### src/rtl/shot_sched_pkg.sv
// shot_sched_pkg: shared types and constants for the projectile pool.
//   - screen geometry, slot record, FSM state encoding, owner encoding
//   - step_pos(): one-frame position step in 13-bit signed arithmetic
package shot_sched_pkg;

  localparam int SCREEN_W  = 800;
  localparam int SCREEN_H  = 600;

  // Storage is always sized for the largest legal pool; only the first
  // NUM_SLOTS entries are ever allocated.
  localparam int MAX_SLOTS = 8;
  localparam int IDX_W     = 3;

  localparam logic OWNER_PLAYER = 1'b0;
  localparam logic OWNER_ENEMY  = 1'b1;

  typedef struct packed {
    logic        valid;
    logic [11:0] x;
    logic [11:0] y;
    logic [7:0]  vx;
    logic [7:0]  vy;
    logic        owner;
  } slot_t;

  typedef enum logic [1:0] {
    ST_IDLE   = 2'd0,
    ST_UPDATE = 2'd1,
    ST_DONE   = 2'd2
  } state_t;

  // Zero-extended position plus sign-extended velocity. The extra bit
  // lets a step below 0 or beyond 4095 show up as out of range.
  function automatic logic signed [12:0] step_pos(input logic [11:0] pos,
                                                  input logic [7:0]  vel);
    return $signed({1'b0, pos}) + $signed({{5{vel[7]}}, vel});
  endfunction

endpackage

### src/rtl/shot_rr_arbiter.sv
// shot_rr_arbiter: 2-way round-robin picker.
//   clk, rst   : clock, synchronous active-high reset (pointer -> requester 0)
//   eligible   : [0] player, [1] enemy
//   advance    : a decision was taken this cycle; pointer moves past the winner
//   grant      : one-hot winner (combinational), 0 when nobody is eligible
module shot_rr_arbiter (
  input  logic       clk,
  input  logic       rst,
  input  logic [1:0] eligible,
  input  logic       advance,
  output logic [1:0] grant
);

  // ptr names the requester that currently has priority.
  logic ptr;

  always_comb begin
    grant = 2'b00;
    if (ptr == 1'b0) begin
      if (eligible[0])      grant = 2'b01;
      else if (eligible[1]) grant = 2'b10;
    end else begin
      if (eligible[1])      grant = 2'b10;
      else if (eligible[0]) grant = 2'b01;
    end
  end

  always_ff @(posedge clk) begin
    if (rst) begin
      ptr <= 1'b0;
    end else if (advance && (grant != 2'b00)) begin
      // Winner 0 hands priority to 1 and vice versa.
      ptr <= grant[0];
    end
  end

endmodule

### src/rtl/shot_scheduler.sv
// shot_scheduler: projectile slot pool shared by player and enemy shooters.
//   clk, rst       : pixel clock; synchronous active-high reset
//   frame_tick     : start-of-vblank pulse, launches the per-frame sweep
//   req/ack/rej    : per requester ([0] player, [1] enemy) shot handshake
//   req_x/y/vx/vy  : launch position and signed per-frame velocity
//   hit_valid/idx  : collision report, frees the named slot
//   rd_idx -> rd_* : registered slot read port for the sprite renderer
//   busy           : high while the position sweep runs
//   dbg_state      : current FSM state
//   shots_fired/shots_refused : saturating ack/rej counters, present only
//                    when SHOT_SCHED_STATS_EN is defined
//
// Handshake: a requester raises req and holds it until a one-cycle ack or
// rej pulse; it is not considered again in the cycle that pulse is high.
// Requests are decided one per cycle, only while the FSM is idle.
module shot_scheduler
  import shot_sched_pkg::*;
#(
  parameter int NUM_SLOTS       = 4,
  parameter int COOLDOWN_FRAMES = 8,
  parameter int X_MAX           = SCREEN_W - 2,
  parameter int Y_MAX           = SCREEN_H - 2
) (
  input  logic             clk,
  input  logic             rst,
  input  logic             frame_tick,
  input  logic [1:0]       req,
  input  logic [1:0][11:0] req_x,
  input  logic [1:0][11:0] req_y,
  input  logic [1:0][7:0]  req_vx,
  input  logic [1:0][7:0]  req_vy,
  output logic [1:0]       ack,
  output logic [1:0]       rej,
  input  logic             hit_valid,
  input  logic [2:0]       hit_idx,
  input  logic [2:0]       rd_idx,
  output logic             rd_valid,
  output logic [11:0]      rd_x,
  output logic [11:0]      rd_y,
  output logic             rd_owner,
`ifdef SHOT_SCHED_STATS_EN
  output logic [15:0]      shots_fired,
  output logic [15:0]      shots_refused,
`endif
  output logic             busy,
  output state_t           dbg_state
);

  localparam int                 CD_W        = $clog2(COOLDOWN_FRAMES + 1);
  localparam logic [CD_W-1:0]    CD_INIT     = CD_W'(COOLDOWN_FRAMES);
  localparam logic [3:0]         NUM_SLOTS_W = 4'(NUM_SLOTS);
  localparam logic [IDX_W-1:0]   LAST_IDX    = IDX_W'(NUM_SLOTS - 1);
  localparam logic signed [12:0] X_MAX_S     = 13'(X_MAX);
  localparam logic signed [12:0] Y_MAX_S     = 13'(Y_MAX);

  state_t           state;
  logic [IDX_W-1:0] idx;
  slot_t            slots [MAX_SLOTS];
  logic [CD_W-1:0]  cooldown [2];

  // ---------------- arbitration ----------------
  logic [1:0] eligible;
  logic [1:0] grant;
  logic       decide;
  logic       gsel;
  logic       refuse;

  assign eligible = req & ~ack & ~rej & {2{state == ST_IDLE}};
  assign decide   = (grant != 2'b00);
  assign gsel     = grant[1];

  shot_rr_arbiter u_arb (
    .clk      (clk),
    .rst      (rst),
    .eligible (eligible),
    .advance  (decide),
    .grant    (grant)
  );

  // Lowest-index free slot, judged on the registered (pre-cycle) state so a
  // slot freed by a hit this cycle is not yet reusable.
  logic             free_found;
  logic [IDX_W-1:0] free_idx;

  always_comb begin
    free_found = 1'b0;
    free_idx   = '0;
    for (int i = NUM_SLOTS - 1; i >= 0; i--) begin
      if (!slots[i].valid) begin
        free_found = 1'b1;
        free_idx   = IDX_W'(i);
      end
    end
  end

  assign refuse = (cooldown[gsel] != '0) || !free_found;

  // ---------------- sweep arithmetic ----------------
  slot_t              cur;
  logic signed [12:0] nx;
  logic signed [12:0] ny;
  logic               live;

  assign cur  = slots[idx];
  assign nx   = step_pos(cur.x, cur.vx);
  assign ny   = step_pos(cur.y, cur.vy);
  // x == 0 counts as off-screen on the left; y == 0 is still on-screen.
  assign live = (nx >= 13'sd1) && (nx <= X_MAX_S) &&
                (ny >= 13'sd0) && (ny <= Y_MAX_S);

  // A hit only acts on a live in-range slot, so it can never cancel an
  // allocation landing in the same (previously free) slot.
  logic hit_ok;
  assign hit_ok = hit_valid && ({1'b0, hit_idx} < NUM_SLOTS_W) &&
                  slots[hit_idx].valid;

  // ---------------- FSM and slot state ----------------
  always_ff @(posedge clk) begin
    if (rst) begin
      state <= ST_IDLE;
      idx   <= '0;
      ack   <= 2'b00;
      rej   <= 2'b00;
      for (int i = 0; i < MAX_SLOTS; i++) slots[i] <= '0;
      cooldown[0] <= '0;
      cooldown[1] <= '0;
    end else begin
      ack <= 2'b00;
      rej <= 2'b00;
      case (state)
        ST_IDLE: begin
          if (decide) begin
            if (refuse) begin
              rej[gsel] <= 1'b1;
            end else begin
              ack[gsel]      <= 1'b1;
              cooldown[gsel] <= CD_INIT;
              slots[free_idx] <= '{valid: 1'b1,
                                   x:     req_x[gsel],
                                   y:     req_y[gsel],
                                   vx:    req_vx[gsel],
                                   vy:    req_vy[gsel],
                                   owner: gsel ? OWNER_ENEMY : OWNER_PLAYER};
            end
          end
          // The decision above still completes when the tick lands here.
          if (frame_tick) begin
            state <= ST_UPDATE;
            idx   <= '0;
          end
        end
        ST_UPDATE: begin
          // Dead slots are skipped but still cost their cycle, keeping the
          // sweep length fixed at NUM_SLOTS.
          if (cur.valid) begin
            if (live) begin
              slots[idx].x <= nx[11:0];
              slots[idx].y <= ny[11:0];
            end else begin
              slots[idx].valid <= 1'b0;
            end
          end
          if (idx == LAST_IDX) state <= ST_DONE;
          else                 idx   <= idx + IDX_W'(1);
        end
        ST_DONE: begin
          for (int r = 0; r < 2; r++) begin
            if (cooldown[r] != '0) cooldown[r] <= cooldown[r] - CD_W'(1);
          end
          state <= ST_IDLE;
        end
        default: state <= ST_IDLE;
      endcase
      // Last assignment wins: a hit overrides a same-cycle sweep write.
      if (hit_ok) slots[hit_idx].valid <= 1'b0;
    end
  end

  assign busy      = (state == ST_UPDATE);
  assign dbg_state = state;

  // ---------------- renderer read port ----------------
  always_ff @(posedge clk) begin
    if (rst) begin
      rd_valid <= 1'b0;
      rd_x     <= '0;
      rd_y     <= '0;
      rd_owner <= 1'b0;
    end else if ({1'b0, rd_idx} < NUM_SLOTS_W) begin
      rd_valid <= slots[rd_idx].valid;
      rd_x     <= slots[rd_idx].x;
      rd_y     <= slots[rd_idx].y;
      rd_owner <= slots[rd_idx].owner;
    end else begin
      rd_valid <= 1'b0;
      rd_x     <= '0;
      rd_y     <= '0;
      rd_owner <= 1'b0;
    end
  end

`ifdef SHOT_SCHED_STATS_EN
  always_ff @(posedge clk) begin
    if (rst) begin
      shots_fired   <= '0;
      shots_refused <= '0;
    end else if (decide) begin
      if (refuse) begin
        if (shots_refused != 16'hFFFF) shots_refused <= shots_refused + 16'd1;
      end else begin
        if (shots_fired != 16'hFFFF) shots_fired <= shots_fired + 16'd1;
      end
    end
  end
`endif

endmodule

### config.mk
export PLATFORM = sky130hd
export DESIGN_NAME = shot_scheduler
export DESIGN_NICKNAME = d
export VERILOG_FILES = /design/src/rtl/shot_sched_pkg.sv /design/src/rtl/shot_rr_arbiter.sv /design/src/rtl/shot_scheduler.sv
export SDC_FILE = /design/constraint.sdc
export NUM_CORES = 1
export LEC_CHECK = 0
export CORE_MARGIN = 4
export CORE_UTILIZATION = 59
export CTS_CLUSTER_DIAMETER = 150
export DETAILED_ROUTE_END_ITERATION = 8
export HOLD_SLACK_MARGIN = 0.08
export PLACE_DENSITY = 0.87
export SETUP_SLACK_MARGIN = 0.5
export SKIP_LAST_GASP = 1
export SLEW_MARGIN = 5
export SYNTH_ARGS = -nofsm -noshare
export SYNTH_HDL_FRONTEND = slang
export SYNTH_SLANG_ARGS = --single-unit
export TNS_END_PERCENT = 5
### constraint.sdc
create_clock -name clk -period 8.25 [get_ports clk]
set_clock_uncertainty 0.05 [all_clocks]
set_input_delay 1.2375 -clock clk [delete_from_list [all_inputs] [get_ports clk]]
set_output_delay 1.2375 -clock clk [all_outputs]
set_load 0.02 [all_outputs]
==> results of run 1 <==
## routing by layer
metal	GRT usage	share of wire	up-vias
met2	0.458	0.49	852
li1	-	-	5263
met3	0.0496	0.11	129
met1	0.369	0.37	5964
met5	0	0	-
met4	0.0870	0.031	0
## logic make-up after synthesis
group                      synth area share
xor gates and xnor gates             0.0121
and+or+nand+nor                       0.112
adders and majority gates            0.0223
other                              0.000207
buffers and inverters                0.0227
muxes                                 0.183
DFF                                   0.599
AOI/OAI and AO/OA                    0.0480
## power by group through the flow
stage          logic [W]  registers (W)  clock network (W)
2_1_floorplan   0.000551        0.00228                  0
3_3_place_gp    0.000796        0.00229                  0
3_5_place_dp    0.000816        0.00230                  0
4_1_cts         0.000828        0.00226            0.00177
5_1_grt         0.000900        0.00227            0.00185
6_report        0.000844        0.00226            0.00175
## registers in the layout, indices dropped and copies added, names as in the netlist, named ones only
name and cells:
cooldown 8, rd_x 12, slots 332, idx 3
ack 2, rej 2, rd_y 12, rd_owner 1
dbg_state 2, rd_valid 1, u_arb.ptr 1
## cell usage after synthesis (all sizes together), types with 5 or more instances
cell / count
a211oi: 7
a21o: 10
a21oi: 53
a31oi: 5
and3: 7
and4: 5
buf: 22
clkbuf: 62
dfxtp: 55
edfxtp: 324
ha: 29
inv: 23
mux2: 46
mux2i: 41
mux4: 106
nand2: 20
nand2b: 20
nand3: 5
nand4: 9
nor2: 298
nor2b: 34
nor3: 17
nor4: 6
o21ai: 13
o21bai: 6
or2: 6
xnor2: 11
xor2: 14
## through the flow
stage          utilization  std cells  hold WS, ns
2_1_floorplan            -       1393        0.358
4_1_cts              0.713       1925        0.393
6_report             0.713       1925        0.394
3_3_place_gp         0.670       1852        0.379
5_1_grt              0.713       1925        0.407
3_5_place_dp         0.670       1852        0.383
## worst max-delay path: cells and delay by family, from the launching register on
kind	cells	cell delay (ns)
and+or+nand+nor	2	1.31
buffers and inverters	4	1.16
DFF	1	0.87
adders and majority gates	1	0.29
AOI/OAI and AO/OA	5	1.38
muxes	2	0.79
xor gates and xnor gates	1	0.18
## worst max path at each step
stage,end,startpoint,slack (ns)
after floorplan,slots[1][17],flop,1.66
final,slots[1][17],flop,1.80
after global routing,slots[1][17],flop,1.30
after global placement,slots[1][36],flop,2.03
after CTS,slots[1][17],flop,1.85
after detailed placement,slots[1][37],flop,1.87
## cell type report
type,count,share of cell area
inverters,23,0.00404
well taps,390,0.0229
flip-flops and latches,379,0.508
clock buffers,54,0.0505
multi-input cells,907,0.337
repair buffers,153,0.0686
clock inverters,19,0.00909
==> impl_metrics.ini, run 1 <==
[outcome]
status = finished, final reports clean

[sta]
setup_slack_ns = 1.80
tightest_slew_ns = 1.08
rsz0062_at_grt = false
max_freq_mhz = 155
tns_ns = 0
slew_violations = 0
min_period_ns = 6.45
slew_headroom = 0.281
post-route-period-util = 0.782
setup_viol = 0
hold_viol_final = 0

[detailed_routing]
wl_um = 45600
vias_per_cell = 6.34
route.vias.total = 12200
dr.pass1.iters = 6
drc_errors = 0
wl_per_cell_um = 23.7
drtIter0Drc = 1365
postRouteAntennaNets = 0

[synth]
ys_warn_count = 0
ys_seq_area_frac = 0.599
netlist_area_sq_um = 18100
async_reset_ff_frac = 0
ys_ff_latch = 379
yosysUniqueCellTypes = 64
synth_top_area_frac = 0.538
synth-edff-count = 324
synth_top_area_cell = edfxtp_1
syn_avg_cell_area_sq_um = 13.8
ys.flop_type = edfxtp_1
syn_inst = 1314
synth_area_leaders = edfxtp_1 54%, mux4_2 13%, nor2_1 6.2%

[layout]
nFillCells = 1897
multi_input_area_sq_um = 7200
syn2layout_area_growth_pct = 18.0
final_nets = 1627
post-route-cell-area_sq_um = 21300
n_antenna_cell = 0
drive_above_1_share = 0.174
ff_latch_area_sq_um = 10800
final_cell_mix = 324 x edfxtp_1, 298 x nor2_1, 122 x clkdlybuf4s50_1
layout_commonest_cell = edfxtp_1

[setup_path]
rr_worst_depth = 15
crit_type = flop to flop
critPathSlowestCell = dfxtp_4
cp_common_cell = buf_4
cp-end-kind = flop
required_ns = 8.37
critPathMaxFanout = 40
path_cells = buf_12 -> buf_4 -> mux4_2 -> mux2i_1 -> inv_1 -> ha_1 -> a21o_1 -> a221oi_2 -> a21oi_1 -> a221oi_1 -> xnor2_1 -> nor4_4 -> nand4_1 -> o21bai_2 -> buf_4
cp.arrival_ns = 6.58
critPathLaunchType = flop
reg2reg_setup_slack_ns = 1.80
critPathMaxStageDelay_ns = 0.87
r2r-end = slots[1][17]

[placed_design]
port_buffers = 124
place_ws_ns = 1.87
dp_hpwl_um = 28300
placed_area_sq_um = 20100
place_congestion = 0.911

[power]
finalPower_w = 0.00486
seq_power_share = 0.466
p_leak_nw = 7.87
power.switching_w = 0.00129
internal_power_w = 0.00357
power_frac_comb = 0.174
p_clk_frac = 0.360
vdd_drop_max_mv = 0.181
switching_share = 0.265
p_per_area_nw_per_um2 = 228

[clock_tree]
numCtsBuffers = 40
cts_num_sinks = 379
cts-htree-levels = 2
cts_hold_buf = 0
cts_resized = 0
clockBufferDepth = 3
clk_pin_slew_worst_paths_ns = 0.06
clockRootBuffer = clkbuf_16
cts_tree = yes
post_cts_buffers = 0
clock_latency_ns = 0.54

[die]
die_h_um = 183
fp-row-count = 63
fp.dieW_um = 183
die_area_sq_um = 33500
core_sq_um = 30000
start_util = 0.604
pin_count = 125

[global_route]
grt_pass1_wl_um = 70500
grt_pass1_vias = 12500
grt_max_degree = 65
grt-ovfl-total = 0
grt_usage = 0.273
antenna_found_initial = 0

[worst_hold_path]
hold_path_end = slots[7][41]
worstHoldStart = slots[7][41]
min_path_cells = 2
hp-class = flop to flop

[run]
drv_cap = 0
(Power assumes the default switching activity.)
==> run 2: changes to the inputs <==
--- a/config.mk
+++ b/config.mk
@@ -6,11 +6,11 @@
 export NUM_CORES = 1
 export LEC_CHECK = 0
 export CORE_MARGIN = 4
-export CORE_UTILIZATION = 59
+export CORE_UTILIZATION = 54
 export CTS_CLUSTER_DIAMETER = 150
 export DETAILED_ROUTE_END_ITERATION = 8
 export HOLD_SLACK_MARGIN = 0.08
-export PLACE_DENSITY = 0.87
+export PLACE_DENSITY = 0.84
 export SETUP_SLACK_MARGIN = 0.5
 export SKIP_LAST_GASP = 1
 export SLEW_MARGIN = 5
==> constraint.sdc (replaced) <==
create_clock -name clk -period 5.7 [get_ports clk]
set_clock_uncertainty 0.05 [all_clocks]
set_input_delay 0.855 -clock clk [delete_from_list [all_inputs] [get_ports clk]]
set_output_delay 0.855 -clock clk [all_outputs]
set_load 0.02 [all_outputs]
==> impl_metrics.ini, run 2 (same netlist as run 1, synthesis figures left out) <==
[outcome]
status = finished, final reports clean

[global_route]
grt_busiest_layer = met2
grt_usage = 0.250
antenna_found_initial = 0
grt_max_degree = 79
use_met2 = 0.416
grt_pass1_vias = 12100
met1_usage = 0.343
grt-ovfl-total = 0
grtUsageMet3 = 0.0438
grt_pass1_wl_um = 69800

[layout]
syn2layout_area_growth_pct = 20.0
top_register = slots
utilization = 0.662
layout_commonest_cell = edfxtp_1
drive_above_1_share = 0.182
final_cell_mix = 324 x edfxtp_1, 298 x nor2_1, 122 x clkdlybuf4s50_1
final_nets = 1642
n_antenna_cell = 0
nFillCells = 2273
largest_register_ffs = 332
largestRegisters = slots (332), rd_x (12), rd_y (12)

[clock_tree]
clockBufferDepth = 3
numCtsBuffers = 40
cts-htree-levels = 2
cts_hold_buf = 0
clock_latency_ns = 0.54
clk_pin_slew_worst_paths_ns = 0.06
clockRootBuffer = clkbuf_16
cts_tree = yes
cts_num_sinks = 379

[detailed_routing]
drc_errors = 0
wl_per_cell_um = 22.9
vias_per_cell = 6.01
postRouteAntennaNets = 0
wl_um = 45600
drtIter0Drc = 1436
route.vias.total = 12000
dr.pass1.iters = 5

[setup_path]
cp.arrival_ns = 5.21
required_ns = 5.87
critPathMaxFanout = 21
critPathTopFamily = simple AND/OR/NAND/NOR gates
cp_common_cell = buf_4
reg2reg_setup_slack_ns = 0.66
path_depth = 15
critPathLaunchType = flop
crit_type = flop to flop
path_cells = buf_4 -> mux4_2 -> mux2_2 -> ha_1 -> and3_1 -> and3_1 -> and3_1 -> nor4b_2 -> o2111ai_1 -> nor4_4 -> buf_4 -> nand4_1 -> buf_4 -> nand2b_1 -> buf_4
critPathMaxStageDelay_ns = 0.52
r2r-end = slots[6][19]
rr_worst_depth = 15
critPathSlowestCell = mux4_2
path_buf_inv = 4
cp-end-kind = flop

[die]
die_area_sq_um = 36500
die_h_um = 191
pin_count = 125
start_util = 0.552
fp.dieW_um = 191
fp-row-count = 66
core_sq_um = 32800

[sta]
hold_viol_final = 0
slew_headroom = 0.291
tightest_slew_ns = 1.06
setup_viol = 0
max_freq_mhz = 199
slew_violations = 0
min_period_ns = 5.04
rsz0062_at_grt = false
post-route-period-util = 0.883
setup_slack_ns = 0.665
tns_ns = 0
worst_hold_slack_ns = 0.382

[worst_hold_path]
hold_path_end = slots[7][41]
worstHoldStart = slots[7][41]
min_path_cells = 2
hp-class = flop to flop

[placed_design]
place_ws_ns = 0.348
port_buffers = 124
place_congestion = 0.964
dp_hpwl_um = 30800

[power]
p_leak_nw = 8.00
power_frac_comb = 0.177
p_per_area_nw_per_um2 = 334
seq_power_share = 0.451
p_clk_frac = 0.372
switching_share = 0.261
vdd_drop_max_mv = 0.283
power.switching_w = 0.00189
internal_power_w = 0.00536

[run]
drv_cap = 0
==> run 2: cell count changes in the layout (fill, tap and decap cells not counted), sizes merged <==
cell / delta
buf: +15
clkbuf: -1
clkinv: -2
inv: -1
bufinv: +4
==> run 2: final cells by class <==
type | instances | area, sq um | share of cell area
inverters | 23 | 86.3 | 0.00398
repair buffers | 168 | 1640 | 0.0757
clock buffers | 53 | 1070 | 0.0493
clock inverters | 20 | 285 | 0.0131
well taps | 442 | 553 | 0.0255
flip-flops and latches | 379 | 10800 | 0.499
multi-input cells | 907 | 7230 | 0.333
==> run 2: layer usage <==
layer	vias to the layer above	wire (um)
met5	-	0
met4	0	1410
met3	98	4570
met2	707	22500
met1	5878	17100
li1	5285	-
==> run 2: power groups by stage <==
| stage | Combinational (W) | Sequential [W] | Clock, W |
|---|---|---|---|
| 4_1_cts | 0.00126 | 0.00326 | 0.00273 |
| 2_1_floorplan | 0.000805 | 0.00330 | 0 |
| 3_3_place_gp | 0.00123 | 0.00331 | 0 |
| 5_1_grt | 0.00137 | 0.00328 | 0.00285 |
| 3_5_place_dp | 0.00124 | 0.00332 | 0 |
| 6_report | 0.00128 | 0.00327 | 0.00270 |
==> run 2: stage by stage <==
step                      instances  instance area, sq um  total power, W
final                          1992                 21700         0.00725
after floorplan                1393                 18500         0.00410
after global placement         1917                 20300         0.00453
after global routing           1992                 21700         0.00749
after CTS                      1992                 21700         0.00725
after detailed placement       1917                 20300         0.00457
==> run 2: worst max path at each step <==
| stage | from | end | slack, ns |
|---|---|---|---|
| 2_1_floorplan | flop | slots[0][17] | 0.51 |
| 5_1_grt | flop | slots[6][19] | 0.51 |
| 4_1_cts | flop | slots[6][25] | 0.56 |
| 6_report | flop | slots[6][19] | 0.66 |
| 3_5_place_dp | flop | slots[3][26] | 0.35 |
| 3_3_place_gp | flop | slots[2][36] | 0.48 |
==> run 2: repair_timing <==
item	4_1_cts	5_1_grt
pin swaps	1	0
gates cloned	0	0
setup endpoints to repair	96	217
gates resized for setup	0	4
setup buffers	2	0
==> run 2: tightest hold or removal path: cells and delay by family, from the launching register on <==
kind	cells	cell delay (ns)
compound gates	1	0.03
buf+inv	1	0.05
flops	1	0.31
